## src/rtl/imm_extend_pipe.sv

```systemverilog
// Pipelined ARMv8 immediate generator: extracts I/D/B/CB/MOVZ fields, extends them to
// DATA_W bits and holds the results in a 2-entry head/skid buffer with valid/ready handshakes.
module imm_extend_pipe #(
   parameter int DATA_W   = 64,
   parameter bit SHIFT_BR = 1'b1
) (
   input  logic              clk,
   input  logic              rst_n,
   input  logic              flush,
   input  logic              in_valid,
   output logic              in_ready,
   input  logic [31:0]       instr,
   input  logic [2:0]        mode,
   output logic              out_valid,
   input  logic              out_ready,
   output logic [DATA_W-1:0] imm,
   output logic              imm_err
);

   localparam logic [2:0] MODE_I    = 3'd0;
   localparam logic [2:0] MODE_D    = 3'd1;
   localparam logic [2:0] MODE_B    = 3'd2;
   localparam logic [2:0] MODE_CB   = 3'd3;
   localparam logic [2:0] MODE_MOVZ = 3'd4;

   logic [DATA_W-1:0] extImm;
   logic              extErr;
   logic [DATA_W-1:0] brImm;
   logic [DATA_W-1:0] cbImm;
   logic [1:0]        movzHw;

   logic              headValid;
   logic [DATA_W-1:0] headImm;
   logic              headErr;
   logic              skidValid;
   logic [DATA_W-1:0] skidImm;
   logic              skidErr;

   logic              accept;
   logic              drain;

   assign brImm  = {{(DATA_W-26){instr[25]}}, instr[25:0]};
   assign cbImm  = {{(DATA_W-19){instr[23]}}, instr[23:5]};
   assign movzHw = instr[22:21];

   always_comb begin
      extImm = '0;
      extErr = 1'b0;
      case (mode)
         MODE_I:  extImm = {{(DATA_W-12){1'b0}}, instr[21:10]};
         MODE_D:  extImm = {{(DATA_W-9){instr[20]}}, instr[20:12]};
         MODE_B:  extImm = SHIFT_BR ? (brImm << 2) : brImm;
         MODE_CB: extImm = SHIFT_BR ? (cbImm << 2) : cbImm;
         MODE_MOVZ: begin
            // A halfword slot that lies beyond the output width cannot be encoded.
            if ((int'(movzHw) + 1) * 16 > DATA_W) begin
               extErr = 1'b1;
            end else begin
               extImm = {{(DATA_W-16){1'b0}}, instr[20:5]} << {movzHw, 4'b0000};
            end
         end
         default: extErr = 1'b1;
      endcase
   end

   // in_ready depends only on skid occupancy, so there is no path from out_ready.
   assign in_ready  = !skidValid;
   assign out_valid = headValid;
   assign imm       = headImm;
   assign imm_err   = headErr;

   assign accept = in_valid && in_ready;
   assign drain  = headValid && out_ready;

   always_ff @(posedge clk) begin
      if (!rst_n) begin
         headValid <= 1'b0;
         headImm   <= '0;
         headErr   <= 1'b0;
         skidValid <= 1'b0;
         skidImm   <= '0;
         skidErr   <= 1'b0;
      end else if (flush) begin
         headValid <= 1'b0;
         skidValid <= 1'b0;
      end else if (skidValid) begin
         if (drain) begin
            headImm   <= skidImm;
            headErr   <= skidErr;
            skidValid <= 1'b0;
         end
      end else if (headValid) begin
         if (accept && drain) begin
            headImm <= extImm;
            headErr <= extErr;
         end else if (accept) begin
            skidImm   <= extImm;
            skidErr   <= extErr;
            skidValid <= 1'b1;
         end else if (drain) begin
            headValid <= 1'b0;
         end
      end else if (accept) begin
         headImm   <= extImm;
         headErr   <= extErr;
         headValid <= 1'b1;
      end
   end

endmodule

```

## config.mk

```make
export PLATFORM = sky130hd
export DESIGN_NAME = imm_extend_pipe
export DESIGN_NICKNAME = d
export VERILOG_FILES = /design/src/rtl/imm_extend_pipe.sv
export SDC_FILE = /design/constraint.sdc
export NUM_CORES = 1
export LEC_CHECK = 0
export CAP_MARGIN = 20
export CORE_UTILIZATION = 48
export DETAILED_ROUTE_END_ITERATION = 10
export GPL_ROUTABILITY_DRIVEN = 0
export PLACE_DENSITY = 0.77
export SLEW_MARGIN = 25
export SYNTH_ARGS = -nofsm -noshare
export SYNTH_HDL_FRONTEND = slang
export SYNTH_SLANG_ARGS = --single-unit
```

## constraint.sdc

```tcl
create_clock -name clk -period 1.71 [get_ports clk]
set_clock_uncertainty 0.05 [all_clocks]
set_input_delay 0.342 -clock clk [delete_from_list [all_inputs] [get_ports clk]]
set_output_delay 0.342 -clock clk [all_outputs]
set_load 0.01 [all_outputs]
```

==> flow_metrics.tcl, run 1 <==
set metrics [dict create \
    max_stage_delay_ns 0.54 \
    grt_max_degree 91 \
    htree_levels 4 \
    min_period_ns 1.70 \
    ios 107 \
    critPathLaunch "instr[23]" \
    final_common_cell "dfxtp_1" \
    fp.dieW_um 116 \
    core_mm2 0.0127 \
    synth_edf_count 0 \
    final_layout_size_suffix_gt1_share_pct 20.1 \
    critPathCaptureType "flop" \
    final_hold_viol_count 0 \
    antennaDiodeCount 0 \
    relSlewSlack_pct 65.1 \
    crit_type "primary input to flop" \
    dp.cells 1054 \
    layout_common_cells "130 x dfxtp_1, 110 x a21oi_1, 98 x o21ai_0, 97 x buf_4, 38 x dlymetal6s2s_1" \
    r2r_end "skidImm[56]" \
    grtUsageTotal_pct 32.5 \
    start_util_pct 49.6 \
    place_hpwl_um 14400 \
    drcViolationCount 0 \
    synthesis.nets 798 \
    synth_ff_type "dfxtp_1" \
    drtIter0Drc 972 \
    syn2layout_area_growth_pct 42.2 \
    endpoint "imm[58]" \
    worst_slack_ns 0.0105 \
    crit_fanout 15 \
    dr_total_vias 6987 \
    synth-xor-area-share_pct 0 \
    ys_types 49 \
    hold_class "primary input to flop" \
    status "completed" \
    synthCells 758 \
    fp.dieArea_mm2 0.0135 \
    fin_crit_sh_pct 99.4 \
    synthArstFlopShare_pct 0 \
    utilization_pct 70.5 \
    crit_slowest_cell "clkdlybuf4s50_1" \
    place_ws_ns -0.730 \
    cts_tree "done" \
    synth.area.mux_share_pct 4.24 \
    antenna_found_initial 0 \
    portBuffers 100 \
    fill_cells 976 \
    yosys_warnings 0 \
    power-per-cell-area_mw_per_mm2 866 \
    clk_pin_slew_worst_paths_ns 0.05 \
    cp.depth 6 \
    ant_nets 0 \
    tightest_slew_ns 0.523 \
    avgSynthCellArea_um2 8.29 \
    yosys.area_share.simple_pct 15.7 \
    r2r_setup_slack_ns 0.08 \
    chipHeight_um 116 \
    drv_cap 0 \
    ys_seq_area_share_pct 42.1 \
    synth_top_family_by_area "compound AO/OA/AOI/OAI gates" \
    finalMaxSlewViolations 0 \
    cp_num_buf_inv 2 \
    grt_pass1_vias 6698 \
    setup_viol 0 \
    wl_um 21800 \
    rsz0062_at_grt "no" \
    fmax_ghz 0.588 \
    power.leakage_nw 4.11 \
    arrival_ns 1.96 \
    crit_family "buffers and inverters" \
    required_ns 1.97 \
    clockBufferDepth 2 \
    placed_cell_area_mm2 0.00809 \
    path_cells "clkdlybuf4s50_1, mux2_4, a211oi_4, buf_12, a221o_1, a21oi_1" \
    cts_buffers 17 \
    reg2regPathDepth 7 \
    viasPerCell 6.39 \
    grt_pass1_wl_um 33500 \
    drtPass1Iterations 6 \
    cts-root-buf "clkbuf_16" \
    stdcell_count 1093 \
    placementRows 41 \
    synth-seq-cells 132 \
    ir_worst_vdd_mv 0.597 \
    netlist_area_mm2 0.00628 \
    synthAdderAreaFrac_pct 0 \
    clock-sinks 132 \
    stdcell_area_mm2 0.00893 \
    synth-compound-area-share_pct 31.1 \
    wl_per_cell_um 20.0 \
    overflow 0 \
    worstSkewPairLatency_ns 0.43 \
    final_nets 950 \
    r2r_start "out_valid" \
    cp-start-kind "primary input" \
]
## report_power, final
part / internal [mW] / total, mW / switching [mW]
logic: 0.511 / 1.12 / 0.606
clock network: 2.12 / 3.39 / 1.27
registers: 3.17 / 3.22 / 0.0520
total: 5.80 / 7.73 / 1.93
## cell type report
type | count | area, um2 | share of cell area [%]
Clock inverter | 5 | 50.0 | 0.560
Tap cell | 172 | 215 | 2.41
Sequential cell | 132 | 2650 | 29.6
Timing Repair Buffer | 220 | 2180 | 24.5
Inverter | 16 | 60.1 | 0.673
Clock buffer | 25 | 495 | 5.55
Multi-Input combinational cell | 523 | 3280 | 36.7
## stage by stage
step	power, mW	hold WS, ns	TNS (ns)
2_1_floorplan	3.79	0.382	-0.00729
3_3_place_gp	4.33	0.388	-65.14
3_5_place_dp	4.36	0.396	-69.89
4_1_cts	7.71	0.337	-0.0134
5_1_grt	7.96	0.187	0
6_report	7.73	0.176	0
## cell families after synthesis
logic type | Yosys count
AOI/OAI and AO/OA | 324
and+or+nand+nor | 174
muxes | 25
DFF | 132
buffers and inverters | 103
## synthesized netlist by cell type, drive strengths merged (4+ instances only)
library cell / number / area, um2
a211o: 13 / 114
a211oi: 5 / 62.6
a21oi: 110 / 551
a221o: 12 / 120
a221oi: 15 / 131
a222oi: 4 / 40.0
a31oi: 26 / 163
and2: 6 / 37.5
and3: 10 / 62.6
buf: 38 / 188
clkbuf: 49 / 185
dfxtp: 132 / 2640
inv: 15 / 56.3
mux2: 13 / 146
mux2i: 12 / 120
nand2: 37 / 139
nand3: 29 / 145
nand3b: 14 / 105
nor2: 25 / 96.4
nor3: 17 / 85.1
nor4b: 18 / 158
o21ai: 102 / 510
o22ai: 24 / 150
## metal layers
metal / global-route usage [%] / wire [um] / vias to the layer above
met2: 51.0 / 10300 / 453
li1: - / - / 3126
met3: 8.15 / 2180 / 88
met4: 19.4 / 890 / 0
met5: 0 / 0 / -
met1: 40.2 / 8490 / 3320
## what timing repair did
action                     in CTS  in global routing
hold endpoints to repair        0                  0
setup endpoints to repair     139                110
resized for setup              41                 58
buffers inserted                2                  4
hold buffers                    0                  0
pin swaps                       3                  5
gates cloned                    0                  3
## state kept, by name, indices dropped and copies added (netlist names)
signal     flops
skidValid      1
imm           64
imm_err        1
out_valid      1
skidErr        1
skidImm       64
## worst min path at each step
| stage | startpoint | to | slack (ns) | cells after the start |
|---|---|---|---|---|
| after floorplan | skidImm[0] | skidImm[0] | 0.38 | 2 |
| after global placement | skidImm[0] | skidImm[0] | 0.39 | 2 |
| after detailed placement | imm[55] | imm[55] | 0.40 | 2 |
| after CTS | rst_n | out_valid | 0.34 | 4 |
| after global routing | out_ready | skidValid | 0.19 | 2 |
| final | out_ready | skidValid | 0.18 | 2 |
(Power assumes the default switching activity.)
==> inputs of run 2 (changes only) <==
--- a/config.mk
+++ b/config.mk
@@ -5,11 +5,13 @@
 export SDC_FILE = /design/constraint.sdc
 export NUM_CORES = 1
 export LEC_CHECK = 0
+export ABC_CLOCK_PERIOD_IN_PS = 1710
 export CAP_MARGIN = 20
-export CORE_UTILIZATION = 48
+export CORE_UTILIZATION = 49
+export CTS_BUF_LIST = sky130_fd_sc_hd__clkbuf_2 sky130_fd_sc_hd__clkbuf_4 sky130_fd_sc_hd__clkbuf_8
 export DETAILED_ROUTE_END_ITERATION = 10
 export GPL_ROUTABILITY_DRIVEN = 0
-export PLACE_DENSITY = 0.77
+export PLACE_DENSITY = 0.79
 export SLEW_MARGIN = 25
 export SYNTH_ARGS = -nofsm -noshare
 export SYNTH_HDL_FRONTEND = slang
==> flow_metrics.tcl, run 2 (synthesis results as in run 1) <==
set metrics [dict create \
    rsz0062_at_grt "yes" \
    fp.dieArea_mm2 0.0133 \
    relSlewSlack_pct 62.4 \
    cts_buffers 17 \
    syn2layout_area_growth_pct 38.0 \
    placed_cell_area_mm2 0.00799 \
    whs_path_depth 4 \
    portBuffers 100 \
    chipHeight_um 115 \
    final_hold_viol_count 0 \
    tightest_slew_ns 0.565 \
    clock-sinks 132 \
    layout_common_cells "130 x dfxtp_1, 110 x a21oi_1, 98 x o21ai_0, 90 x buf_4, 71 x dlygate4sd2_1" \
    fp.dieW_um 115 \
    worstSkewPairLatency_ns 0.46 \
    power-per-cell-area_mw_per_mm2 854 \
    stdcell_area_mm2 0.00867 \
    holdBufCountCts 0 \
    grt_pass1_vias 6624 \
    drtIter0Drc 892 \
    antenna_found_initial 1 \
    viasPerCell 6.56 \
    reg2regPathDepth 5 \
    wl_per_cell_um 20.8 \
    ios 107 \
    multiInputGateArea_mm2 0.00334 \
    drtPass1Iterations 6 \
    critPathCaptureType "flop" \
    fill_cells 947 \
    fmax_ghz 0.558 \
    place_hpwl_um 14400 \
    hold_class "primary input to flop" \
    power.leakage_nw 3.63 \
    ir_worst_vdd_mv 0.669 \
    worst_slack_ns -0.0823 \
    arrival_ns 2.06 \
    grt_pass1_wl_um 33900 \
    grtUsageTotal_pct 33.3 \
    htree_levels 4 \
    finalMaxSlewViolations 0 \
    fin_crit_sh_pct 105 \
    dr_total_vias 7110 \
    required_ns 1.98 \
    drv_cap 0 \
    clockBufferDepth 2 \
    antennaDiodeCount 0 \
    cts-root-buf "clkbuf_8" \
    clk_pin_slew_worst_paths_ns 0.08 \
    final_common_cell "dfxtp_1" \
    overflow 0 \
    drcViolationCount 0 \
    crit_type "primary input to flop" \
    ant_nets 0 \
    final_layout_size_suffix_gt1_share_pct 20.3 \
    regArea_mm2 0.00265 \
    core_mm2 0.0123 \
    start_util_pct 51.2 \
    setup_viol 2 \
    placementRows 40 \
    design_power_total_mw 7.40 \
    wl_um 22500 \
    min_period_ns 1.79 \
    crit_fanout 6 \
    final_nets 943 \
    grt_max_degree 109 \
    violations "setup timing" \
    cts_tree "done" \
    cp-start-kind "primary input" \
    status "finished with violations" \
]
run 2: changes by cell type in the layout (fill, tap and decap cells not counted), moves of 3 or more:
cell / before / now
bufinv_16: 1 / 5
buf_4: 97 / 90
a221oi_2: 4 / 7
dlymetal6s2s_1: 38 / 2
clkbuf_1: 4 / 0
clkbuf_16: 20 / 2
clkdlybuf4s50_1: 30 / 26
a221oi_1: 11 / 7
clkbuf_8: 4 / 19
dlygate4sd2_1: 29 / 71
run 2: critical path, cell delays in order:
cell and delay [ns]:
dlygate4sd2_1 0.32, buf_4 0.16, buf_4 0.13, mux2i_1 0.29
nor3b_4 0.12, a221oi_1 0.48, o22ai_1 0.21
run 2: final timing paths:
path | start | endpoint | slack [ns]
max | mode[1] | imm[22] | -0.08
min | rst_n | out_valid | 0.32
max reg2reg | out_valid | imm[54] | 0.04
min reg2reg | imm[49] | imm[49] | 0.40
run 2: metrics by stage:
| stage | setup TNS [ns] | hold WS [ns] | setup WS, ns | cells | utilization, % |
|---|---|---|---|---|---|
| finish | -0.0896 | 0.324 | -0.0823 | 1084 | 70.7 |
| global placement | -58.40 | 0.390 | -0.643 | 1039 | 65.2 |
| CTS | -0.00134 | 0.317 | -0.00101 | 1078 | 69.3 |
| floorplan | -0.00729 | 0.382 | -0.00729 | 758 | - |
| global route | -0.221 | 0.331 | -0.128 | 1084 | 70.7 |
| detailed placement | -63.72 | 0.396 | -0.698 | 1039 | 65.2 |
run 2: layout make-up:
cell class              instances  area share [%]
multi-input cells             525            38.5
clock inverters                11            2.08
flip-flops and latches        132            30.5
well taps                     168            2.42
clock buffers                  21            3.19
inverters                      16           0.693
repair buffers                211            22.6
run 2: power by group:
part | switching (mW) | internal [mW] | leakage (nW) | total [mW]
registers | 0.0486 | 3.16 | 1.07 | 3.21
clock network | 1.22 | 1.83 | 0.240 | 3.05
logic | 0.635 | 0.507 | 2.32 | 1.14
run 2: layer usage:
metal  track usage, %  up-vias  share of wire [%]
met5                0        -                  0
met4             15.5        0                4.4
met3             8.22      101                 12
met2             54.2      546                 46
met1             41.6     3342                 38
li1                 -     3121                  -
run 2: what timing repair did:
action,CTS,global route
endpoints found under the setup margin,143,69
gates resized for setup,87,17
pin swaps,6,3
gates cloned,2,3
buffers inserted,5,3
==> inputs of run 3 (changes only) <==
--- a/config.mk
+++ b/config.mk
@@ -5,13 +5,13 @@
 export SDC_FILE = /design/constraint.sdc
 export NUM_CORES = 1
 export LEC_CHECK = 0
-export ABC_CLOCK_PERIOD_IN_PS = 1710
+export ABC_CLOCK_PERIOD_IN_PS = 2020
 export CAP_MARGIN = 20
 export CORE_UTILIZATION = 49
 export CTS_BUF_LIST = sky130_fd_sc_hd__clkbuf_2 sky130_fd_sc_hd__clkbuf_4 sky130_fd_sc_hd__clkbuf_8
 export DETAILED_ROUTE_END_ITERATION = 10
 export GPL_ROUTABILITY_DRIVEN = 0
-export PLACE_DENSITY = 0.79
+export PLACE_DENSITY = 0.76
 export SLEW_MARGIN = 25
 export SYNTH_ARGS = -nofsm -noshare
 export SYNTH_HDL_FRONTEND = slang
==> constraint.sdc (replaced) <==
create_clock -name clk -period 2.02 [get_ports clk]
set_clock_uncertainty 0.05 [all_clocks]
set_input_delay 0.404 -clock clk [delete_from_list [all_inputs] [get_ports clk]]
set_output_delay 0.404 -clock clk [all_outputs]
set_load 0.01 [all_outputs]
==> flow_metrics.tcl, run 3 (synthesis results as in run 1) <==
set metrics [dict create \
    status "completed" \
    required_ns 2.29 \
    drtPass1Iterations 9 \
    p_clk_share_pct 34.3 \
    grtUsageTotal_pct 30.5 \
    clock-sinks 132 \
    layout_common_cells "131 x dfxtp_1, 110 x a21oi_1, 99 x o21ai_0, 99 x clkdlybuf4s50_1, 76 x buf_4" \
    cts-root-buf "clkbuf_8" \
    setup_viol 0 \
    path_cells "clkdlybuf4s50_1, buf_12, mux2_2, a222oi_1, o22ai_1" \
    antennaDiodeCount 0 \
    crit_slowest_cell "clkdlybuf4s50_1" \
    viasPerCell 6.32 \
    final_nets 921 \
    core_mm2 0.0123 \
    clk_pin_slew_worst_paths_ns 0.07 \
    critPathCaptureType "flop" \
    cp_num_buf_inv 2 \
    rsz0062_at_grt "no" \
    fill_cells 984 \
    final_common_cell "dfxtp_1" \
    portBuffers 100 \
    tns_ns 0 \
    ir_worst_vdd_mv 0.435 \
    busiest_layer "met2" \
    cts_buffers 17 \
    use_met1_pct 39.4 \
    met3_usage_pct 6.75 \
    arrival_ns 2.21 \
    p_comb_share_pct 16.6 \
    syn2layout_area_growth_pct 32.6 \
    place_hpwl_um 13600 \
    place_ws_ns -0.392 \
    crit_fanout 25 \
    crit_type "primary input to flop" \
    min_period_ns 1.94 \
    overflow 0 \
    dr_total_vias 6691 \
    power-per-cell-area_mw_per_mm2 665 \
    hold_class "primary input to flop" \
    cts_tree "done" \
    utilization_pct 67.9 \
    fin_crit_sh_pct 96.1 \
    internal_power_mw 4.04 \
    placementRows 40 \
    ant_nets 0 \
    drv_cap 0 \
    max_stage_delay_ns 0.61 \
    fp.dieArea_mm2 0.0133 \
    switchingPower_mw 1.50 \
    worst_slack_ns 0.0788 \
    fp.dieW_um 115 \
    grt_pass1_vias 6324 \
    tightest_slew_ns 0.543 \
    crit_family "buffers and inverters" \
    grt_max_degree 66 \
    worstSkewPairLatency_ns 0.46 \
    wl_um 19800 \
    relSlewSlack_pct 63.7 \
    power.leakage_nw 3.10 \
    chipHeight_um 115 \
    placed_cell_area_mm2 0.00800 \
    htree_levels 4 \
    stdcell_area_mm2 0.00833 \
    holdBufCountCts 0 \
    finalMaxSlewViolations 0 \
    cp-start-kind "primary input" \
    grt_util_met2_pct 47.8 \
    grt_pass1_wl_um 31400 \
    p_seq_share_pct 49.1 \
    final_layout_size_suffix_gt1_share_pct 16.3 \
    drtIter0Drc 785 \
    switching_share_pct 27.0 \
    final_hold_viol_count 0 \
    start_util_pct 51.2 \
    antenna_found_initial 0 \
    ios 107 \
    wl_per_cell_um 18.7 \
    drcViolationCount 0 \
    fmax_ghz 0.515 \
    clockBufferDepth 2 \
]
==> run 3: cell count changes in the layout (fill, tap and decap cells not counted), sizes merged <==
cell,before,now
and4bb,4,2
buf,110,92
bufinv,5,0
clkbuf,23,22
clkdlybuf4s50,26,99
clkinv,7,6
clkinvlp,0,1
dlygate4sd2,71,0
dlymetal6s2s,2,0
==> run 3: worst min-delay path: stages <==
cell and delay, ns:
buf_2 0.18, o21ai_0 0.09, nor2_1 0.05
==> run 3: area by class of cell <==
cell class	count	area, um2	area share [%]
Multi-Input combinational cell	523	3220	38.7
Inverter	16	60.1	0.721
Sequential cell	132	2640	31.7
Clock inverter	6	32.5	0.391
Timing Repair Buffer	191	1870	22.4
Tap cell	168	210	2.52
Clock buffer	22	290	3.49
==> run 3: power groups by stage <==
stage	Clock, mW	Sequential [mW]	Combinational, mW
after global placement	0	2.77	0.876
after global routing	2.05	2.72	0.975
final	1.90	2.72	0.918
after detailed placement	0	2.78	0.898
after floorplan	0	2.80	0.408
after CTS	1.92	2.72	0.903
==> run 3: final timing paths <==
| check | start | endpoint | slack, ns | depth (start not counted) |
|---|---|---|---|---|
| worst max-delay path | mode[0] | imm[8] | 0.08 | 5 |
| worst min-delay path | rst_n | skidImm[23] | 0.26 | 3 |
| worst max register to register | skidValid | imm[5] | 0.32 | 6 |
| worst min register to register | imm[40] | imm[40] | 0.41 | 2 |
==> run 3: what timing repair did <==
action,in CTS,in global routing
endpoints found under the hold margin,0,0
pin swaps,0,1
resized for setup,1,2
buffers inserted,0,0
endpoints found under the setup margin,1,2
==> run 3: metrics by stage <==
step / hold slack (ns) / instances / total power [mW]
detailed placement: 0.396 / 1030 / 3.67
global route: 0.258 / 1058 / 5.75
finish: 0.258 / 1058 / 5.54
CTS: 0.248 / 1058 / 5.54
floorplan: 0.382 / 758 / 3.20
global placement: 0.388 / 1030 / 3.65
==> run 3: metal layers <==
metal	up-vias	wire length, um
met5	-	0
met4	0	766
met3	85	1710
met2	377	9220
met1	3156	8120
li1	3073	-
